==> config.mk <==
export PLATFORM = sky130hd
export DESIGN_NAME = banco_registros_param
export DESIGN_NICKNAME = d
export VERILOG_FILES = /design/src/rtl/banco_pkg.sv /design/src/rtl/banco_read_port.sv /design/src/rtl/banco_registros_param.sv
export SDC_FILE = /design/constraint.sdc
export NUM_CORES = 1
export LEC_CHECK = 0
export ABC_AREA = 0
export CAP_MARGIN = 20
export CORE_MARGIN = 2
export CORE_UTILIZATION = 60
export CTS_BUF_LIST = sky130_fd_sc_hd__clkbuf_2 sky130_fd_sc_hd__clkbuf_4 sky130_fd_sc_hd__clkbuf_8
export DETAILED_ROUTE_END_ITERATION = 10
export GPL_TIMING_DRIVEN = 1
export PLACE_DENSITY_LB_ADDON = 0.05
export SLEW_MARGIN = 10
export SYNTH_ARGS = -nofsm -noshare
export SYNTH_HDL_FRONTEND = slang
export SYNTH_HIERARCHICAL = 1
export SYNTH_SLANG_ARGS = --single-unit
==> constraint.sdc <==
create_clock -name clk -period 43.3 [get_ports clk]
set_clock_uncertainty 0.1 [all_clocks]
set_input_delay 8.66 -clock clk [delete_from_list [all_inputs] [get_ports clk]]
set_output_delay 8.66 -clock clk [all_outputs]
set_load 0.01 [all_outputs]
==> src/rtl/banco_pkg.sv <==
// Shared types and defaults for the parametrised register bank.
package banco_pkg;

    typedef enum logic {
        ST_IDLE,
        ST_CLEAR
    } banco_state_t;

    localparam int BANCO_DATA_W = 32;
    localparam int BANCO_ADDR_W = 4;

    // The PC always occupies the highest index of the bank.
    function automatic int pc_idx(input int addr_w);
        return (1 << addr_w) - 1;
    endfunction

endpackage

==> src/rtl/banco_read_port.sv <==
// One registered read port of the bank; forwards the in-flight write
// when BANCO_BYPASS_EN is defined.
module banco_read_port
    import banco_pkg::*;
#(
    parameter int DATA_W = BANCO_DATA_W,
    parameter int ADDR_W = BANCO_ADDR_W
) (
    input  logic              clk,
    input  logic              rst,
    input  logic [ADDR_W-1:0] raddr_i,
    input  logic [DATA_W-1:0] regs_i [2**ADDR_W],
`ifdef BANCO_BYPASS_EN
    input  logic              wr_ok_i,
    input  logic [ADDR_W-1:0] wa_i,
    input  logic [DATA_W-1:0] wd_i,
`endif
    output logic [DATA_W-1:0] rdata_o
);

    logic [DATA_W-1:0] rdata_d;
    logic [DATA_W-1:0] rdata_q;

    // wr_ok_i never covers the PC slot, so a PC read always sees the stored value.
    always_comb begin
        rdata_d = regs_i[raddr_i];
`ifdef BANCO_BYPASS_EN
        if (wr_ok_i && (wa_i == raddr_i)) begin
            rdata_d = wd_i;
        end
`endif
    end

    always_ff @(posedge clk or posedge rst) begin
        if (rst) begin
            rdata_q <= '0;
        end else begin
            rdata_q <= rdata_d;
        end
    end

    assign rdata_o = rdata_q;

endmodule

==> src/rtl/banco_registros_param.sv <==
// Parametrised register bank: GP registers, per-cycle PC reload, clear engine.
// Optional write-to-read forwarding is enabled with the macro BANCO_BYPASS_EN.
module banco_registros_param
    import banco_pkg::*;
#(
    parameter int DATA_W = BANCO_DATA_W,
    parameter int ADDR_W = BANCO_ADDR_W,
    parameter int NUM_RD = 2
) (
    input  logic                     clk,
    input  logic                     rst,
    input  logic                     we,
    input  logic [ADDR_W-1:0]        wa,
    input  logic [DATA_W-1:0]        wd,
    input  logic [DATA_W-1:0]        pc_in,
    input  logic [NUM_RD*ADDR_W-1:0] ra,
    output logic [NUM_RD*DATA_W-1:0] rd,
    input  logic                     clr_req,
    output logic                     busy,
    output logic                     wr_drop
);

    localparam int DEPTH  = 2**ADDR_W;
    localparam int PC_IDX = pc_idx(ADDR_W);
    localparam logic [ADDR_W-1:0] PC_ADDR = ADDR_W'(PC_IDX);
    localparam logic [ADDR_W-1:0] LAST_GP = ADDR_W'(PC_IDX - 1);

    logic [DATA_W-1:0] regs_q [DEPTH];
    banco_state_t      state_q;
    logic [ADDR_W-1:0] cnt_q;
    logic              busy_q;
    logic              wr_drop_q;
    logic              wr_ok;

    assign wr_ok = we && (state_q == ST_IDLE) && (wa != PC_ADDR);

    // A write and a clear request in the same IDLE cycle both take effect;
    // the written register is zeroed later by the sweep.
    always_ff @(posedge clk or posedge rst) begin
        if (rst) begin
            for (int i = 0; i < DEPTH; i++) begin
                regs_q[i] <= '0;
            end
            state_q   <= ST_IDLE;
            cnt_q     <= '0;
            busy_q    <= 1'b0;
            wr_drop_q <= 1'b0;
        end else begin
            regs_q[PC_IDX] <= pc_in;
            wr_drop_q      <= we && ((state_q == ST_CLEAR) || (wa == PC_ADDR));
            case (state_q)
                ST_IDLE: begin
                    if (wr_ok) begin
                        regs_q[wa] <= wd;
                    end
                    if (clr_req) begin
                        state_q <= ST_CLEAR;
                        cnt_q   <= '0;
                        busy_q  <= 1'b1;
                    end
                end
                ST_CLEAR: begin
                    regs_q[cnt_q] <= '0;
                    cnt_q         <= cnt_q + 1'b1;
                    if (cnt_q == LAST_GP) begin
                        state_q <= ST_IDLE;
                        busy_q  <= 1'b0;
                    end
                end
                default: begin
                    state_q <= ST_IDLE;
                    busy_q  <= 1'b0;
                end
            endcase
        end
    end

    for (genvar k = 0; k < NUM_RD; k++) begin : g_rd
        banco_read_port #(
            .DATA_W (DATA_W),
            .ADDR_W (ADDR_W)
        ) u_port (
            .clk     (clk),
            .rst     (rst),
            .raddr_i (ra[k*ADDR_W +: ADDR_W]),
            .regs_i  (regs_q),
`ifdef BANCO_BYPASS_EN
            .wr_ok_i (wr_ok),
            .wa_i    (wa),
            .wd_i    (wd),
`endif
            .rdata_o (rd[k*DATA_W +: DATA_W])
        );
    end

    assign busy    = busy_q;
    assign wr_drop = wr_drop_q;

endmodule
# After elaboration in Yosys (flattened, before gate mapping)
# Cells that the tools add are included.
# W data, S select, Z words.
[word_totals] register_bits=583 input_bits=80 output_inout_bits=66 wordCells=70
[classes] add_sub_neg=1 order_cmp=6 n_eq_ne=6 n_mux=21 n_bitwise=7 n_reduce_logical=7
[op_table] cell="$pmux W512 S2" n=1
[op_table] cell="$and A512 B512 Y512" n=1
[op_table] cell="$bwmux W512" n=1
[op_table] cell="$mux W512" n=1
[op_table] cell="$not A512 Y512" n=1
[op_table] cell="$bmux W32 S4" n=2
[op_table] cell="$demux W32 S4" n=2
[op_table] cell="$mux W32" n=6
[op_table] cell="$ge A5 B5 Y1 const B" n=4
[op_table] cell="$not A4 Y5" n=4
[op_table] cell="$lt A5 B1 Y1 const B" n=2
[op_table] cell="$eq A4 B4 Y1 const B" n=2
[op_table] cell="$pmux W4 S2" n=1
[op_table] cell="$logic_and A1 B1 Y1" n=5
[op_table] cell="$add A4 B1 Y4 const B" n=1
[op_table] cell="$mux W1" n=4
[op_table] cell="$mux W4" n=1
[op_table] cell="$ne A2 B2 Y1 const B" n=2
[op_table] cell="$ne A4 B4 Y1 const B" n=1
[op_table] cell="$pmux W1 S2" n=2
[op_table] cell="$ne A2 B1 Y1 const B" n=1
[op_table] cell="$reduce_and A2 Y1" n=1
[op_table] cell="$logic_or A1 B1 Y1" n=1
[op_table] cell="$not A1 Y1" n=1

# Longest topological paths before layout
# Gate-level depths: netlist of run 1.
[depth] word_depth=8 mapped_depth=7 ltp_nobuf=5

# By module
# The synthesis of run 1 kept the hierarchy.
[by_module_without_submodules] module="banco_registros_param" instances=1 cells_each=2216 area_each_um2=21404.3 seq_area_each_um2=12987.5
[by_module_without_submodules] module="banco_read_port" instances=2 cells_each=304 area_each_um2=4515.6 seq_area_each_um2=800.8

# Least setup slack after synthesis of run 1
# Ideal clock, no wire load.
[synth_timing] path_kind="input to register" start="input port ra[0]" end="register g_rd[0].u_port.rdata_q[10]" setup_time_ns=0.124 t_arrival_ns=9.835 t_required_ns=43.076 path_slack_ns=33.241 stages=5 path_buffers=2 cell_sequence="buf_2 buf_2 mux4_2 a22oi_1 nand2_1"
[synth_between] elab_chain_cells=4
[synth_lines] element="from (decl)" line="banco_registros_param.sv:16" text="input logic [NUM_RD*ADDR_W-1:0] ra,"
[synth_lines] element="$not A4 Y5 (implied by the code)" line="banco_read_port.sv:26" text="rdata_d = regs_i[raddr_i];"
[synth_lines] element="$bmux W32 S4" line="banco_read_port.sv:26"
[synth_lines] element="$mux W32 (implied by the code) (2 in a row)" line="banco_read_port.sv:26"
[synth_lines] element="named net g_rd[0].u_port.rdata_d[10]" line="banco_read_port.sv:21" text="logic [DATA_W-1:0] rdata_d;"
[synth_lines] element="to (signal assigned)" line="banco_read_port.sv:38" text="rdata_q <= rdata_d;"
[synth_lines] element="to (decl)" line="banco_read_port.sv:22" text="logic [DATA_W-1:0] rdata_q;"
# The timed path passes the listed nets, and every way through them passes these cells. The select of a mux whose other input is x is not followed.
# A chain may end at the register's enable or synchronous reset.

# Worst setup path after layout of run 1
[layout_timing] start="input port wa[1]" end="register regs_q[313] (netlist name)"
[layout_between] elab_chain_cells=8 word_cells_on_any_way=12 cone_classes="order compare: 2; eq/ne: 2; mux: 5; bitwise: 1; reduce/logical: 2"
[layout_lines] element="from (decl)" line="banco_registros_param.sv:13" text="input logic [ADDR_W-1:0] wa,"
[layout_lines] element="$not A4 Y5 (implied by the code)" line="banco_registros_param.sv:54" text="regs_q[wa] <= wd;"
[layout_lines] element="$ge A5 B5 Y1 (implied by the code) or $lt A5 B1 Y1 (tied branches)" line="banco_registros_param.sv:54"
[layout_lines] element="$logic_and A1 B1 Y1 (implied by the code)" line="banco_registros_param.sv:54"
[layout_lines] element="$mux W32 (implied by the code)" line="banco_registros_param.sv:54"
[layout_lines] element="$demux W32 S4" line="banco_registros_param.sv:54"
[layout_lines] element="$bwmux W512" line="banco_registros_param.sv:54"
[layout_lines] element="$mux W512" line="banco_registros_param.sv:53" text="if (wr_ok) begin"
[layout_lines] element="$pmux W512 S2" line="banco_registros_param.sv:51" text="case (state_q)"
[layout_lines] element="to (signal, indexed assignment)" line="banco_registros_param.sv:49" text="regs_q[PC_IDX] <= pc_in;"
[layout_lines] element="to (signal, indexed assignment)" line="banco_registros_param.sv:54"
[layout_lines] element="to (decl)" line="banco_registros_param.sv:28" text="logic [DATA_W-1:0] regs_q [DEPTH];"
# Parallel ways exist; a longest one is shown, timed or not. The select of a mux whose other input is x is not followed.

==> impl_metrics.py, run 1 <==
metrics = {
    "yosys": {
        "yosys.area.top_type": "dfrtp_1",
        "ys_seq_area_frac": 0.479,
        "synthTopCellsByArea": "dfrtp_1 48%, mux4_2 19%, nand2_1 6.7%",
        "synth.avg_cell_area_um2": 10.8,
        "netlist_instances": 2824,
        "synth_top_family_by_area": "multiplexers",
        "yosys_most_used_dff": "dfrtp_1",
        "ys_types": 37,
        "synthXorXnorAreaFrac": 0.000576,
        "yosys_warnings": 6,
        "synth_compound_area_frac": 0.0962,
        "yosysMostFrequentCell": "dfrtp_1",
        "syn_nets": 2908,
        "synth_top_area_share": 0.479,
        "synthMuxAreaShare": 0.221,
        "synthAdderAreaFrac": 0.00164,
        "synth_edf_count": 0,
        "ys_async_sr_fraction": 1.00,
        "ys_ff_latch": 583,
        "synth_area_mm2": 0.0304,
        "synth_commonest_cells": "583 x dfrtp_1, 547 x nand2_1, 386 x nand3_1",
        "synth_simple_gate_area_frac": 0.151,
    },
    "detailed_routing": {
        "wirelength_mm": 106,
        "wl_per_cell_um": 29.8,
        "wl_met1_mm": 39.7,
        "drtIter0Drc": 3385,
        "drt_pass1_iterations": 6,
        "vias": 25200,
        "drc": 0,
        "wl_met2_mm": 46.6,
        "route.met3.wl_mm": 15.9,
        "top_layer_used": "met4",
        "routed_via_density": 7.07,
        "ant_nets": 0,
    },
    "critical_path": {
        "cp_cell_sequence": "clkdlybuf4s50_1 > nor2b_4 > buf_4 > buf_4 > and2_1 > buf_4 > o21ai_0",
        "crit_required_ps": 43760,
        "crit_path_end_kind": "flop",
        "crit_path_top_delay_cell": "buf_4",
        "worstPathArrival_ps": 12290,
        "worstPathMaxFanout": 53,
        "critical_path.max_stage_delay_ps": 730,
        "worstSetupPathType": "in2reg",
        "critPathLaunchType": "input port",
        "critical_path.most_common_cell": "buf_4",
    },
    "global_routing": {
        "grt_max_degree": 155,
        "gr-total-overflow": 0,
        "antenna_found_initial": 3,
        "grt_util_all_layers": 0.409,
        "grt_pass1_wl_mm": 160,
        "grt_pass1_vias": 25300,
    },
    "power": {
        "p_clk_frac": 0.240,
        "p_per_area_mw_per_mm2": 63.1,
        "p_comb_frac": 0.306,
        "intPower_w": 0.00139,
        "power.share.switching": 0.353,
        "p_leak_nw": 14.3,
        "p_switching_w": 0.000757,
        "ir_drop_mv": 0.0322,
        "p_seq_frac": 0.454,
    },
    "sta": {
        "tightestPinTransition_ps": 1080,
        "rsz0062_at_grt": "false",
        "finalSetupTns_ps": 0,
        "finalSetupViolCount": 0,
        "fin_crit_ps": 11820,
        "finalMaxSlewViolations": 0,
        "hold_viol": 0,
        "relSlewSlack": 0.280,
        "clock.fmax_mhz": 84.6,
        "finalCritPeriodShare": 0.273,
    },
    "die": {
        "io-pin-count": 146,
        "dieWidth_um": 229,
        "initial_core_util": 0.608,
        "dieHeight_um": 229,
        "dieArea_mm2": 0.0525,
        "core_area_mm2": 0.0501,
        "placementRows": 82,
    },
    "clocking": {
        "cts_tree": "built",
        "cts_hold_buf": 0,
        "cts.sinks": 583,
        "cts_root_buf": "clkbuf_8",
        "cts_buffers": 97,
        "clk_latency_ps": 720,
        "htreeDepth": 3,
        "cts_max_path_buffers": 3,
        "cts_resized": 0,
        "path_clk_slew_ps": 60,
        "post-cts-setup-buffers": 0,
    },
    "cells_and_area": {
        "seqCellArea_mm2": 0.0146,
        "multi_input_area_mm2": 0.0144,
        "syn_to_final_growth_pct": 11.7,
        "final_util": 0.679,
        "fillCellCount": 3866,
        "drive_above_1_share": 0.177,
        "final_nets": 2908,
    },
    "flow_run": {
        "maxCapViolations": 0,
    },
    "outcome": {
        "status": "finished clean",
    },
    "placement": {
        "hpwl_mm": 61.9,
        "place_congestion": 0.893,
        "port_buffers": 145,
    },
    "hold_path": {
        "min_path_type": "reg2reg",
    },
}
path summary, 6_finish.rpt:
path / from / endpoint / cells past startpoint / slack [ps]
setup reg to reg: state_q$_DFF_PP0_ / regs_q[149]$_DFFE_PP0P_ / 6 / 39510
hold / removal: regs_q[409]$_DFFE_PP0P_ / regs_q[409]$_DFFE_PP0P_ / 2 / 440
setup / recovery: wa[1] / regs_q[313]$_DFFE_PP0P_ / 7 / 31480
min in group asynchronous: rst / regs_q[125]$_DFFE_PP0P_ / 2 / 8480
max in group asynchronous: rst / regs_q[278]$_DFFE_PP0P_ / 5 / 32540
hold reg to reg: regs_q[409]$_DFFE_PP0P_ / regs_q[409]$_DFFE_PP0P_ / 2 / 440
layout make-up:
class,count,share of cell area
Antenna cell,1,0.0000736
Clock buffer,155,0.0572
Clock inverter,8,0.00206
Inverter,37,0.00431
Multi-Input combinational cell,1894,0.423
Sequential cell,583,0.429
Tap cell,672,0.0247
Timing Repair Buffer,211,0.0591
per-layer routing:
metal,vias to the layer above,track usage
li1,10200,-
met2,1864,0.583
met3,313,0.163
met5,-,0
met4,0,0.156
met1,12800,0.571
cells by family after synthesis:
family | after synthesis
adder cells (fa/ha/maj) | 4
AO/OA/AOI/OAI | 519
flip-flops | 583
AND/OR/NAND/NOR | 1017
XOR/XNOR | 2
buffers and inverters | 347
multiplexers | 352
critical path: cells and delay by family:
kind,cells,cell delay [ps]
AO/OA/AOI/OAI,1,170
buffers and inverters,4,2470
AND/OR/NAND/NOR,2,890
registers in the layout (all words and copies together) (netlist names):
name	count
busy	1
cnt_q	4
g_rd.u_port/rdata_o	64
regs_q	512
state_q	1
wr_drop	1
layout by cell type, fill, tap and decap left out, types with 2 or more instances in the layout:
cell | Yosys | layout
a21o_1 | 2 | 2
a22oi_1 | 128 | 128
and2_1 | 47 | 46
and4bb_4 | 0 | 2
buf_16 | 0 | 2
buf_4 | 24 | 63
buf_6 | 2 | 2
clkbuf_4 | 0 | 30
clkbuf_8 | 0 | 127
clkdlybuf4s50_1 | 0 | 141
clkinv_2 | 0 | 5
clkinvlp_4 | 0 | 2
dfrtp_1 | 583 | 583
ha_1 | 4 | 4
inv_1 | 37 | 35
mux2i_1 | 96 | 96
mux4_2 | 256 | 256
nand2_1 | 547 | 547
nand3_1 | 386 | 386
nand4_1 | 4 | 4
nand4b_1 | 8 | 8
nand4bb_2 | 0 | 4
nor2_2 | 0 | 2
nor2b_2 | 0 | 4
nor2b_4 | 0 | 2
nor3b_2 | 0 | 2
o21ai_0 | 346 | 346
o21ai_1 | 39 | 39
stage by stage:
step / cells / setup slack, ps / cell area (um^2) / total power (W) / hold WS [ps]
after detailed placement: 3395 / 30950 / 31900 / 0.00161 / 427
after global routing: 3560 / 31480 / 34000 / 0.00224 / 458
after CTS: 3558 / 31720 / 33900 / 0.00212 / 434
after floorplan: 2824 / 20040 / 30400 / 0.00134 / 402
final: 3561 / 31480 / 34000 / 0.00215 / 439
after global placement: 3395 / 31040 / 31900 / 0.00157 / 416
power groups by stage:
stage               sequential [W]  combinational (W)  clock (W)
floorplan                 0.000906           0.000436          0
global placement          0.000952           0.000622          0
detailed placement        0.000970           0.000644          0
CTS                       0.000962           0.000645   0.000517
global route              0.000996           0.000708   0.000540
finish                    0.000975           0.000657   0.000514
Note: power is estimated with default switching activity, not from simulation.
==> inputs of run 2 (changes only) <==
- CORE_UTILIZATION: 60 -> 57
- clock period: 43.3 -> 10.05 ns (I/O delays scaled with it)
==> impl_metrics.py, run 2 (synthesized netlist as in run 1, its figures left out) <==
metrics = {
    "outcome": {
        "status": "finished clean",
    },
    "sta": {
        "finalSetupViolCount": 0,
        "finalSetupTns_ps": 0,
        "fin_crit_ps": 5060,
        "tightestPinTransition_ps": 1090,
        "layout_setup_ws_ps": 4990,
        "finalMaxSlewViolations": 0,
        "hold_viol": 0,
        "rsz0062_at_grt": "false",
        "clock.fmax_mhz": 198,
        "finalCritPeriodShare": 0.503,
        "relSlewSlack": 0.270,
    },
    "power": {
        "ir_drop_mv": 0.125,
        "power.share.switching": 0.344,
        "p_clk_frac": 0.256,
        "p_per_area_mw_per_mm2": 272,
        "p_switching_w": 0.00321,
        "intPower_w": 0.00610,
        "p_seq_frac": 0.441,
        "p_comb_frac": 0.303,
        "p_leak_nw": 14.4,
    },
    "placement": {
        "port_buffers": 145,
        "place_congestion": 0.918,
        "hpwl_mm": 59.4,
        "preCtsSetupSlack_ps": 4330,
    },
    "detailed_routing": {
        "drtIter0Drc": 3328,
        "ant_nets": 0,
        "vias": 24800,
        "routed_via_density": 6.90,
        "drc": 0,
        "wl_per_cell_um": 28.7,
        "wirelength_mm": 103,
        "drt_pass1_iterations": 6,
    },
    "global_routing": {
        "gr-total-overflow": 0,
        "grt_util_all_layers": 0.374,
        "antenna_found_initial": 3,
        "grt_pass1_vias": 24900,
        "grt_max_degree": 171,
        "grt_pass1_wl_mm": 156,
    },
    "critical_path": {
        "critical_path.max_stage_delay_ps": 920,
        "critPathLaunchType": "input port",
        "critical_path.most_common_cell": "buf_4",
        "worstPathArrival_ps": 5540,
        "cp_cell_sequence": "clkdlybuf4s50_1 > and4bb_4 > buf_4 > and2_1 > buf_4 > o21ai_0",
        "crit_path_top_delay_cell": "and4bb_4",
        "worstSetupPathType": "in2reg",
        "worstPathMaxFanout": 75,
        "crit_path_end_kind": "flop",
        "crit_required_ps": 10530,
        "r2r.worst_path.cells": 6,
    },
    "cells_and_area": {
        "largest_register": "regs_q",
        "drive_above_1_share": 0.181,
        "num_antenna_cells": 0,
        "final_nets": 2905,
        "syn_to_final_growth_pct": 12.3,
        "most-common-layout-cells": "583 x dfrtp_1, 547 x nand2_1, 386 x nand3_1, 346 x o21ai_0, 256 x mux4_2",
        "mostFrequentLayoutCell": "dfrtp_1",
        "largest_reg_flops": 512,
    },
    "clocking": {
        "cts_root_buf": "clkbuf_8",
        "htreeDepth": 3,
        "post-cts-setup-buffers": 0,
        "cts_tree": "built",
        "cts.sinks": 583,
        "cts_hold_buf": 0,
        "cts_buffers": 100,
        "clk_latency_ps": 710,
        "cts_resized": 0,
        "path_clk_slew_ps": 60,
        "cts_max_path_buffers": 3,
    },
    "die": {
        "core_area_mm2": 0.0527,
        "dieWidth_um": 235,
        "placementRows": 84,
        "initial_core_util": 0.578,
        "dieArea_mm2": 0.0553,
        "dieHeight_um": 235,
        "io-pin-count": 146,
    },
    "hold_path": {
        "min_path_cells": 2,
        "min_path_type": "reg2reg",
    },
    "flow_run": {
        "maxCapViolations": 0,
    },
}
[run 2: power groups by stage]
stage / Clock, W / Sequential, W / Combinational, W
after floorplan: 0 / 0.00391 / 0.00188
after global placement: 0 / 0.00402 / 0.00269
final: 0.00238 / 0.00411 / 0.00282
after global routing: 0.00251 / 0.00421 / 0.00305
after detailed placement: 0 / 0.00411 / 0.00278
after CTS: 0.00240 / 0.00407 / 0.00279
[run 2: layer usage]
metal | part of all wire | track usage | up-vias
li1 | - | - | 10200
met1 | 0.39 | 0.533 | 12600
met2 | 0.45 | 0.538 | 1669
met3 | 0.13 | 0.119 | 266
met4 | 0.034 | 0.147 | 4
met5 | 0.00024 | 0 | -
[run 2: per-stage QoR]
stage / hold WS (ps) / cells / total power, W / instance area (um^2) / utilization
3_3_place_gp: 413 / 3407 / 0.00672 / 32000 / 0.607
6_report: 430 / 3587 / 0.00931 / 34200 / 0.649
5_1_grt: 454 / 3587 / 0.00977 / 34200 / 0.649
3_5_place_dp: 426 / 3407 / 0.00689 / 32000 / 0.607
2_1_floorplan: 402 / 2824 / 0.00578 / 30400 / -
4_1_cts: 434 / 3587 / 0.00927 / 34200 / 0.649
[run 2: worst max-delay path, delay by kind of cell]
family	cells	cell delay, ps
and+or+nand+nor	2	1700
AOI/OAI and AO/OA	1	120
buffers and inverters	3	1610
[run 2: worst paths after layout]
path	from	to	slack, ps
max in group asynchronous	rst	regs_q[422]$_DFFE_PP0P_	5930
worst min register to register	regs_q[457]$_DFFE_PP0P_	regs_q[457]$_DFFE_PP0P_	430
worst max-delay path	wa[2]	regs_q[151]$_DFFE_PP0P_	4990
worst min-delay path	regs_q[457]$_DFFE_PP0P_	regs_q[457]$_DFFE_PP0P_	430
min in group asynchronous	rst	g_rd[0].u_port/rdata_o[26]$_DFF_PP0_	1740
worst max register to register	state_q$_DFF_PP0_	regs_q[151]$_DFFE_PP0P_	6270
[run 2: area by class of cell]
class | count | area (um^2)
Inverter | 37 | 143
Fill cell | 4109 | 18500
Clock buffer | 152 | 1980
Clock inverter | 28 | 258
Sequential cell | 583 | 14600
Timing Repair Buffer | 205 | 1960
Multi-Input combinational cell | 1894 | 14400
Tap cell | 688 | 861
